==> src/rtl/trap_sequencer.sv <==
// trap_sequencer: owns the machine-mode CSR write port; passes MEM CSR ops through when idle,
// sequences mepc/mcause/mtval/mstatus writes on a trap (mstatus only on mret), then redirects the PC.
// Ports: csr_* in/out = MEM-side CSR request and read-back; event flags = trap/mret sources;
// csr_w/csr_waddr/csr_wdata/csr_wsc/csr_raddr/csr_rdata/mstatus = CSR file side;
// PC_redirect/redirect_mux/reg_*_flush/RegWrite_cancel/seq_busy = pipeline control.
module trap_sequencer #(
  parameter logic [31:0] CAUSE_EXT_IRQ = 32'h8000000B,
  parameter logic [1:0]  RET_MPP       = 2'b11
) (
  input  logic        clk,
  input  logic        rst,
  input  logic        csr_rw_in,
  input  logic [1:0]  csr_wsc_mode_in,
  input  logic        csr_w_imm_mux,
  input  logic [11:0] csr_rw_addr_in,
  input  logic [31:0] csr_w_data_reg,
  input  logic [4:0]  csr_w_data_imm,
  output logic [31:0] csr_r_data_out,
  input  logic        interrupt,
  input  logic        illegal_inst,
  input  logic        l_access_fault,
  input  logic        s_access_fault,
  input  logic        ecall_m,
  input  logic        mret,
  input  logic [31:0] inst_in,
  input  logic [31:0] fault_addr,
  input  logic [31:0] epc_cur,
  input  logic [31:0] epc_next,
  output logic        csr_w,
  output logic [11:0] csr_waddr,
  output logic [11:0] csr_raddr,
  output logic [31:0] csr_wdata,
  output logic [1:0]  csr_wsc,
  input  logic [31:0] csr_rdata,
  input  logic [31:0] mstatus,
  output logic [31:0] PC_redirect,
  output logic        redirect_mux,
  output logic        reg_FD_flush,
  output logic        reg_DE_flush,
  output logic        reg_EM_flush,
  output logic        reg_MW_flush,
  output logic        RegWrite_cancel,
  output logic        seq_busy
);
  localparam logic [2:0] IDLE = 3'd0, W_MEPC = 3'd1, W_MCAUSE = 3'd2, W_MTVAL = 3'd3,
                         W_MSTATUS = 3'd4, T_REDIR = 3'd5, R_MSTATUS = 3'd6, R_REDIR = 3'd7;
  localparam logic [11:0] A_MSTATUS = 12'h300, A_MTVEC = 12'h305, A_MEPC = 12'h341,
                          A_MCAUSE = 12'h342, A_MTVAL = 12'h343;
  logic [2:0]  r_state, w_next;
  logic [31:0] r_cause, r_epc, r_tval;
  logic [31:0] w_cause, w_epc, w_tval, w_ms_trap, w_ms_ret;
  logic        w_idle, w_irq, w_trap, w_start, w_write, w_redir;
  assign w_idle  = r_state == IDLE;
  assign w_irq   = interrupt & mstatus[3];
  assign w_trap  = w_irq | illegal_inst | ecall_m | l_access_fault | s_access_fault;
  assign w_start = w_idle & (w_trap | mret);
  assign w_redir = r_state == T_REDIR || r_state == R_REDIR;
  assign w_write = !w_idle && !w_redir;
  assign w_cause = w_irq ? CAUSE_EXT_IRQ : illegal_inst ? 32'd2 : ecall_m ? 32'd11 :
                   l_access_fault ? 32'd5 : 32'd7;
  assign w_epc   = w_irq ? epc_next : epc_cur;
  assign w_tval  = (w_irq || (!illegal_inst && ecall_m)) ? 32'd0 : illegal_inst ? inst_in : fault_addr;
  // trap entry: MPIE <= MIE, MIE <= 0, MPP <= 11
  assign w_ms_trap = {mstatus[31:13], 2'b11, mstatus[10:8], mstatus[3], mstatus[6:4], 1'b0, mstatus[2:0]};
  // mret: MIE <= MPIE, MPIE <= 1, MPP <= RET_MPP
  assign w_ms_ret  = {mstatus[31:13], RET_MPP, mstatus[10:8], 1'b1, mstatus[6:4], mstatus[7], mstatus[2:0]};
  assign w_next = w_idle ? (w_trap ? W_MEPC : mret ? R_MSTATUS : IDLE) :
                  w_redir ? IDLE :
                  r_state == W_MSTATUS ? T_REDIR :
                  r_state == R_MSTATUS ? R_REDIR : r_state + 3'd1;
  always_ff @(posedge clk or posedge rst) begin
    if (rst) begin
      r_state <= IDLE;
      r_cause <= '0;
      r_epc   <= '0;
      r_tval  <= '0;
    end else begin
      r_state <= w_next;
      if (w_idle && w_trap) begin
        r_cause <= w_cause;
        r_epc   <= w_epc;
        r_tval  <= w_tval;
      end
    end
  end
  assign csr_w     = w_idle ? csr_rw_in & ~w_start : w_write;
  assign csr_wsc   = w_idle ? csr_wsc_mode_in : w_write ? 2'b01 : 2'b00;
  assign csr_waddr = w_idle ? csr_rw_addr_in :
                     r_state == W_MEPC ? A_MEPC :
                     r_state == W_MCAUSE ? A_MCAUSE :
                     r_state == W_MTVAL ? A_MTVAL :
                     w_write ? A_MSTATUS : 12'h000;
  assign csr_wdata = w_idle ? (csr_w_imm_mux ? {27'b0, csr_w_data_imm} : csr_w_data_reg) :
                     r_state == W_MEPC ? r_epc :
                     r_state == W_MCAUSE ? r_cause :
                     r_state == W_MTVAL ? r_tval :
                     r_state == W_MSTATUS ? w_ms_trap :
                     r_state == R_MSTATUS ? w_ms_ret : 32'd0;
  assign csr_raddr = w_idle ? csr_rw_addr_in : r_state == T_REDIR ? A_MTVEC :
                     r_state == R_REDIR ? A_MEPC : 12'h000;
  assign csr_r_data_out  = w_idle ? csr_rdata : 32'd0;
  assign PC_redirect     = r_state == T_REDIR ? {csr_rdata[31:2], 2'b00} :
                           r_state == R_REDIR ? csr_rdata : 32'd0;
  assign redirect_mux    = w_redir;
  assign reg_FD_flush    = w_start | w_redir;
  assign reg_DE_flush    = w_start | w_redir;
  assign reg_EM_flush    = w_start;
  assign reg_MW_flush    = w_start;
  assign RegWrite_cancel = w_idle & w_trap;
  assign seq_busy        = !w_idle;
endmodule

==> config.mk <==
export PLATFORM = sky130hd
export DESIGN_NAME = trap_sequencer
export DESIGN_NICKNAME = d
export VERILOG_FILES = /design/src/rtl/trap_sequencer.sv
export SDC_FILE = /design/constraint.sdc
export NUM_CORES = 1
export LEC_CHECK = 0
export CAP_MARGIN = 5
export CORE_AREA = 2 2 149 151
export DETAILED_ROUTE_END_ITERATION = 8
export DIE_AREA = 0 0 151 153
export PLACE_DENSITY = 0.6
export SYNTH_ARGS = -nofsm -noshare
export SYNTH_HDL_FRONTEND = slang
export SYNTH_SLANG_ARGS = --single-unit
==> constraint.sdc <==
create_clock -name clk -period 2.9 [get_ports clk]
set_input_delay 0.29 -clock clk [delete_from_list [all_inputs] [get_ports clk]]
set_output_delay 0.29 -clock clk [all_outputs]
set_load 0.1 [all_outputs]
==> After elaboration in Yosys (flattened, before gate mapping) <==
Cells that the tools add are included.
{ "word_totals": {"out_inout_bits": 130, "wordCells": 66, "in_bits": 253, "ff_bits": 99} }
{ "op_classes": {"n_eq_ne": 7, "mux": 34, "bitwise_logic": 11, "n_reduce_logical": 9, "addsub": 1} }
{ "ops": {"columns": ["op", "count"], "rows": [
  ["2-to-1 mux 32 bit", 14],
  ["2-to-1 mux 10 bit", 6],
  ["2-to-1 mux 12 bit", 2],
  ["2-to-1 mux 3 bit", 6],
  ["equality test 3 bit (second input constant)", 4],
  ["2-to-1 mux 4 bit", 2],
  ["equality test 3 x 2 -> 1 bit (second input constant)", 2],
  ["OR 1 bit", 6],
  ["AND 1 bit", 4],
  ["2-to-1 mux 2 bit", 2],
  ["adder 3 x 1 -> 3 bit (second input constant)", 1],
  ["equality test 3 x 1 -> 1 bit (second input constant)", 1],
  ["logical AND 1 bit", 3],
  ["zero test 1 bit", 3],
  ["zero test 3 bit", 1],
  ["logical OR 1 bit", 2],
  ["2-to-1 mux 1 bit", 2],
  ["inverter 1 bit", 1]
]} }

==> Longest topological paths before layout <==
{ "depth": {"ltp_word": 10, "mapped_depth": 11, "ltp_nobuf": 7} }

==> Least setup slack after synthesis <==
OpenSTA, ideal clock, no wires.
{ "synth_timing": {"kind": "flip-flop to output port", "start": "register r_state[2]", "end": "output port csr_wdata[28]", "arrival_ns": 4.472, "setup_slack_ns": -1.862, "path_stages_with_launch": 12, "n_path_buf": 5, "required_time_ns": 2.610, "cell_sequence": "dfrtp_1 > clkbuf_1 > clkbuf_1 > buf_1 > inv_1 > ha_1 > clkbuf_1 > nand2b_1 > nor2_1 > clkbuf_1 > a221oi_1 > o21ai_0"} }
{ "synth_via": {"elab_chain_len": 7, "word_cells_on_any_way": 12, "cone_classes": "5 x eq/ne; 6 x mux; 1 x reduce/logical"} }
{ "synth_rtl": {"columns": ["item", "line_no", "text"], "rows": [
  ["from (decl)", "49", "logic [2:0] r_state, w_next;"],
  ["from (signal assigned)", "78", "r_state <= w_next;"],
  ["equality test 3 bit", "98", "r_state == R_MSTATUS ? w_ms_ret : 32'd0;"],
  ["2-to-1 mux 32 bit", "98", null],
  ["2-to-1 mux 32 bit", "97", "r_state == W_MSTATUS ? w_ms_trap :"],
  ["2-to-1 mux 32 bit", "96", "r_state == W_MTVAL ? r_tval :"],
  ["2-to-1 mux 32 bit", "95", "r_state == W_MCAUSE ? r_cause :"],
  ["2-to-1 mux 32 bit", "94", "r_state == W_MEPC ? r_epc :"],
  ["2-to-1 mux 32 bit (*)", "93", "assign csr_wdata = w_idle ? (csr_w_imm_mux ? {27'b0, csr_w_data_imm} : csr_w_data_reg) :"],
  ["to (decl)", "32", "output logic [31:0] csr_wdata,"]
]} }
Every way passes the cells marked *; elsewhere a longest branch is shown, timed or not.

==> Worst setup path after layout <==
{ "layout_timing": {"start": "register r_state[0]", "end": "output port csr_wdata[21]"} }
Same word-level chain as after synthesis.

==> summary.md <==
| Metric | Value |
|---|---|
| Nets@finish | `1344` |
| Worst-skew pair later-pin latency | `0.33 ns` |
| WS Path Type | `register to output port` |
| Via count | `6715` |
| Area Growth Syn to Fin | `115%` |
| Clock slew at reported path FFs | `0.06 ns` |
| Fillers | `1987` |
| Hold Path Class | `primary input to asynchronous set/reset pin` |
| Worst R2R Path Depth | `8` |
| Iteration count of the initial detailed-routing pass | `4` |
| Synth Instances | `743` |
| Crit end category | `output port` |
| Design Area, Final | `11500 sq um` |
| CP dominant cell by count | `buf_4` |
| RSZ-0062 raised after global routing | `true` |
| Max Fclk | `0.351 GHz` |
| Measured slew at the worst slew-check pin | `0.683 ns` |
| Slew HR | `54.5%` |
| Crit path time final | `2.85 ns` |
| Crit path cell chain | `inv_2 > ha_2 > nand2b_1 > and2_2 > buf_4 > a221oi_2 > buf_4 > o21ai_4 > buf_12` |
| Width of the chip | `151 microns` |
| Global Route Usage Sum | `22.0%` |
| Syn Area/Cell | `7.20 sq um` |
| CTS max path bufs | `2` |
| Die ar. | `23100 sq um` |
| H-tree depth | `3` |
| Final setup violation count | `0` |
| Core ar. | `21500 sq um` |
| Gp weighted congestion | `0.854` |
| Starting density of the core | `24.9%` |
| Final WS setup | `0.0542 ns` |
| Pre-CTS setup slack | `0.0997 ns` |
| Setup bufs post-CTS | `0` |
| Crit-path leading delay family | `buffers and inverters` |
| Seq/Total Area, Yosys | `33.7%` |
| Rows | `54` |
| CP bufs+invs | `4` |
| Remaining Overflow, GRT | `0` |
| Non-filler cells, final | `1371` |
| CP Max Fanout | `16` |
| Most frequent cells in the layout | `250 x clkdlybuf4s50_1, 148 x nand2_1, 133 x buf_12` |
| Synth cell types | `36` |
| Residual DRC | `0` |
| CTS tree | `done` |
| Final count of hold timing violations | `0` |
| Root buffer cell | `clkbuf_16` |
| Clk_skew | `0.0107 ns` |
| Detail Route Antenna Nets | `0` |
| Synth Warn # | `0` |
| Flops & latches, synth | `72` |
| Die Height | `153 microns` |
| Startpoint types | `register` |
| Required @ worst endpoint | `2.61 ns` |
| Ports | `383` |
| CP Data Arrival Time | `2.56 ns` |
| Post-Route Setup TNS | `0 ns` |
| Placed insts | `1354` |
| Pins over their slew limit | `0` |
| CTS buffer count | `9` |
| DR iter-0 viols | `326` |
| Slowest CP cell | `dfrtp_1` |
| Stages on the worst setup path | `9` |
| CTS Hold Buffers Added | `0` |
| FF+latch area | `1800 sq um` |
| Antenna violations before repair | `1` |
| Clock Sinks | `72` |
| Post-synthesis net count | `1002` |
| Period utilization | `98.1%` |
| Final WL | `26100 microns` |
| Max Cap Violations | `0` |
| Outcome | `finished clean` |
| First-pass GRT wire length | `38500 microns` |
| Share of cells above drive strength 1 | `21.3%` |
| Multi-input logic area | `3490 sq um` |
| Commonest non-fill, non-tap cell in the layout | `clkdlybuf4s50_1` |
| Mapped Area | `5350 sq um` |
| Drt wl/cell | `19.0 microns` |
| Largest net degree at the start of global routing | `70` |
| Buffers on Ports | `380` |
| Vias in the first global route | `6603` |
| CP max stage delay | `0.42 ns` |
| DP Area | `11100 sq um` |
| Post-DP HPWL | `20800 microns` |
| Via density | `4.90` |
==> state kept, by name, indices dropped and copies added, names as in the netlist <==
name,count
r_state,3
r_epc,32
r_cause,5
r_tval,32
==> cells by family after synthesis <==
family / Yosys count / share of synthesized area, %
AO/OA/AOI/OAI: 228 / 28.5
multiplexers: 7 / 1.33
flip-flops: 72 / 33.7
adder cells (fa/ha/maj): 6 / 1.40
AND/OR/NAND/NOR: 313 / 26.2
buffers and inverters: 117 / 8.93
==> through the flow <==
| step | hold slack, ns | util, % |
|---|---|---|
| 2_1_floorplan | 0.418 | - |
| 3_3_place_gp | 0.460 | 51.8 |
| 3_5_place_dp | 0.467 | 51.8 |
| 4_1_cts | 0.346 | 53.4 |
| 5_1_grt | 0.383 | 53.5 |
| 6_report | 0.339 | 53.5 |
==> repair_timing <==
action                                  CTS  global route
gates cloned                              0             0
gates resized for setup                   4             2
endpoints found under the setup margin   15             7
==> cells in the mapped netlist <==
| cell type | count | area share (%) |
|---|---|---|
| nand2_1 | 148 | 10 |
| nor2_1 | 74 | 5.2 |
| dfrtp_1 | 72 | 34 |
| clkbuf_1 | 62 | 4.3 |
| o21ai_0 | 43 | 4.0 |
| and2_1 | 41 | 4.8 |
| a21oi_1 | 37 | 3.5 |
| inv_1 | 37 | 2.6 |
| nor2b_1 | 35 | 4.1 |
| a31oi_1 | 34 | 4.0 |
| a22oi_1 | 33 | 4.6 |
| o31ai_1 | 33 | 4.6 |
| a221oi_1 | 26 | 4.3 |
| buf_4 | 8 | 1.1 |
| buf_2 | 7 | 0.65 |
| ha_1 | 6 | 1.4 |
| mux2i_1 | 6 | 1.1 |
| o21a_1 | 5 | 0.70 |
| nand2b_1 | 4 | 0.47 |
| o221ai_1 | 4 | 0.65 |
| nand3_1 | 3 | 0.28 |
| o211ai_1 | 3 | 0.42 |
| o22a_1 | 3 | 0.49 |
| and3_1 | 2 | 0.23 |
| buf_1 | 2 | 0.14 |
| nand3b_1 | 2 | 0.28 |
| nor3_1 | 2 | 0.19 |
| nor3b_1 | 2 | 0.28 |
| o22ai_1 | 2 | 0.23 |
| a211o_1 | 1 | 0.16 |
| a21o_1 | 1 | 0.14 |
| a31o_2 | 1 | 0.16 |
| inv_2 | 1 | 0.070 |
| mux2_2 | 1 | 0.21 |
| o31ai_4 | 1 | 0.40 |
| o41ai_1 | 1 | 0.16 |
==> final timing paths <==
path	start	to	slack [ns]
worst max-delay path	r_state[0]	csr_wdata[21]	0.05
worst min-delay path	rst	r_epc[4]	0.34
worst max register to register	r_state[0]	r_epc[18]	0.71
worst min register to register	r_tval[24]	r_tval[24]	0.48
max in group asynchronous	rst	r_cause[3]	1.87
min in group clk	r_tval[24]	r_tval[24]	0.48
==> worst register-to-register path: stages (launching register included) <==
cell and delay [ns]:
dfrtp_1 0.42, inv_2 0.11, ha_4 0.16, nor2b_4 0.24, o31ai_4 0.11, inv_2 0.43
buf_4 0.40, nor2_1 0.08, a31oi_1 0.14
==> cell type report <==
type | instances | share of cell area (%)
multi-input cells | 554 | 30.4
diodes | 1 | 0.0218
repair buffers | 410 | 46.7
clock inverters | 6 | 0.936
flip-flops and latches | 72 | 15.7
inverters | 38 | 1.29
clock buffers | 10 | 1.99
well taps | 280 | 3.05
==> routing by layer <==
metal	routed length, microns	share of wire [%]	global-route usage [%]	up-vias
li1	-	-	-	3241
met1	8870	34	22.4	3145
met2	14000	54	41.5	288
met3	2220	8.5	6.21	41
met4	1010	3.9	9.17	0
met5	0	0	0	-
Power is left out: the tool's default activity adds up to more than one toggle a clock period on the data nets, which glitch-free logic cannot reach.
==> edit, RTL diff (same settings) <==
Make the reset (`rst`) synchronous in one clocked block.
--- a/src/rtl/trap_sequencer.sv
+++ b/src/rtl/trap_sequencer.sv
@@ -69,5 +69,5 @@
                   r_state == W_MSTATUS ? T_REDIR :
                   r_state == R_MSTATUS ? R_REDIR : r_state + 3'd1;
-  always_ff @(posedge clk or posedge rst) begin
+  always_ff @(posedge clk) begin
     if (rst) begin
       r_state <= IDLE;
Behaviour: differs if rst is asserted again (counterexample within 4 cycles, from zero or initial values and one cycle with rst high); with rst held inactive, the same outputs for 4 cycles.
==> edit against the unedited design <==
Synthesized cell count increased by 4.4%. Synthesized area rose by 0.47%. Clock skew down 0.0030 ns. Worst setup slack better by 0.044 ns. Critical path depth did not move. Wire length rose by 2.4%. Sequential cell count is the same. Final area decreased by 1.7%. Non-clock buffer count up 5. Hold slack better by 0.12 ns. Fmax grew 1.6%. Highest routed layer unchanged.
==> edit: results (changes against the unedited design) <==
Synthesis
The dominant register cell in the synthesized netlist is dfxtp_1 (was dfrtp_1). The cell type with the largest total area after synthesis is dfxtp_1 (was dfrtp_1). The sequential cell area fraction in the yosys report is 26.80% (was 33.66%). The share of flip-flops with an asynchronous set or reset after synthesis is 0% (was 100.0%). Most used standard cells in the synthesized netlist: 113 x nand2_1, 78 x nor2_1, 73 x a21oi_1 (was 148 x nand2_1, 74 x nor2_1, 72 x dfrtp_1). Top post-synthesis cells by area: dfxtp_1 27%, nand2_1 7.9%, a21oi_1 6.8% (was dfrtp_1 34%, nand2_1 10%, nor2_1 5.2%).

GRT
The combined global-route utilization of all metal layers was 22.24% (was 22.04%). The number of antenna violations at the first check in global routing is 3 (was 1). The first-pass GRT wire length is 39240 µm (was 38480 µm). The maximum number of pins on one net before global-route repair is 51 (was 70). The via count of the first global-routing pass is 6802 (was 6603).

Worst setup path
The worst stage delay on the critical path is 0.40 ns (was 0.42 ns). The worst reg-to-reg setup slack is 0.61 ns (was 0.71 ns). The highest-delay cell along the critical path is dfxtp_1 (was dfrtp_1).

The largest fanout on the critical path is 15 (was 16). The data arrival time of the critical path was 2.51 ns (was 2.56 ns).

Finish
The share of final-layout standard cells stronger than drive strength 1 is 22.77% (was 21.28%). The number of nets in the layout is 1374 (was 1344).

Route
The routed wire length per instance is 19.05 µm (was 19.03 µm). The detailed-router iteration count before antenna repair is 5 (was 4).

Placed design
The post-detailed-placement cell area came to 0.01079 mm² (was 0.01113 mm²). The minimum setup slack after placement was 0.1547 ns (was 0.09965 ns). The detailed-placement wirelength estimate is 20970 µm (was 20840 µm). The last weighted congestion value of the routability-driven placer is 0.8572 (was 0.8538).

Timing
The final clock skew is 0.007701 ns (was 0.01066 ns). The slew of the pin with the lowest slew margin came to 0.7720 ns (was 0.6827 ns).

Worst hold path
The class of the tightest hold or removal check is reg2reg (was in2async).

Pwr
The worst voltage drop across the vdd grid is roughly 450 µV.

Run status
Outcome: complete, no violations (unchanged).
## edit: cell count changes after synthesis, sizes merged, moves of 18 or more
cell	change
nand3	+64
dfxtp	+72
a22o	+32
a22oi	-32
o31ai	-32
dfrtp	-72
nand2	-35
buf	+18
a31oi	-33
a311oi	+34
a21oi	+36
## edit: where the power goes
group | internal (mW) | switching [mW]
sequential | 1.17 | 0.120
combinational | 2.44 | 4.55
clock | 0.847 | 0.452
## edit: critical path: cells and delay by family, from the launching register on
kind | cells | cell delay, ns
adders and majority gates | 2 | 0.46
and+or+nand+nor | 2 | 0.28
buffers and inverters | 3 | 0.55
AOI/OAI and AO/OA | 2 | 0.48
DFF | 1 | 0.40
## edit: stage by stage
stage / hold WS (ns) / instances
finish: 0.4556 / 1403
global route: 0.4718 / 1401
CTS: 0.4561 / 1392
detailed placement: 0.4463 / 1376
global placement: 0.4429 / 1376
floorplan: 0.3987 / 776
## edit: what timing repair did
action	in CTS	in global routing
hold buffers	0	0
setup buffers	0	7
resized for setup	3	12
cloned	0	1
setup endpoints to repair	26	26
pin swaps	0	1
## edit: path summary, 6_finish.rpt
kind	start	cells past startpoint	endpoint
setup reg to reg	r_state[0]	9	r_epc[29]
setup / recovery	r_state[0]	9	csr_wdata[19]
hold reg to reg	r_tval[24]	2	r_tval[24]
hold / removal	r_tval[24]	2	r_tval[24]
## edit: cell type report
type,instances,area (µm²),share of cell area [%]
sequential,72,1445,12.78
inverter,38,148.9,1.317
multi-input combinational,579,3616,31.99
tap,280,350.3,3.099
antenna,3,7.507,0.06641
clock inverter,6,115.1,1.018
clock buffer,10,229.0,2.025
timing repair buffer,415,5393,47.70
## edit: cells by family (layout without fill, tap and decap cells)
group / after synthesis / in the layout / share of synthesized area [%]
other: 0 / 3 / 0
flip-flops: 72 / 72 / 26.80
multiplexers: 7 / 7 / 1.349
adder cells (fa/ha/maj): 6 / 6 / 1.396
AND/OR/NAND/NOR: 344 / 344 / 29.90
buffers and inverters: 125 / 469 / 10.54
AO/OA/AOI/OAI: 222 / 222 / 30.01
## edit: metal layers
metal	global-route usage [%]	vias up	wire length [µm]
met4	6.631	0	623
met2	42.64	311	14430
li1	-	3386	-
met3	5.940	32	2283
met5	0	-	0
met1	23.28	3180	9386
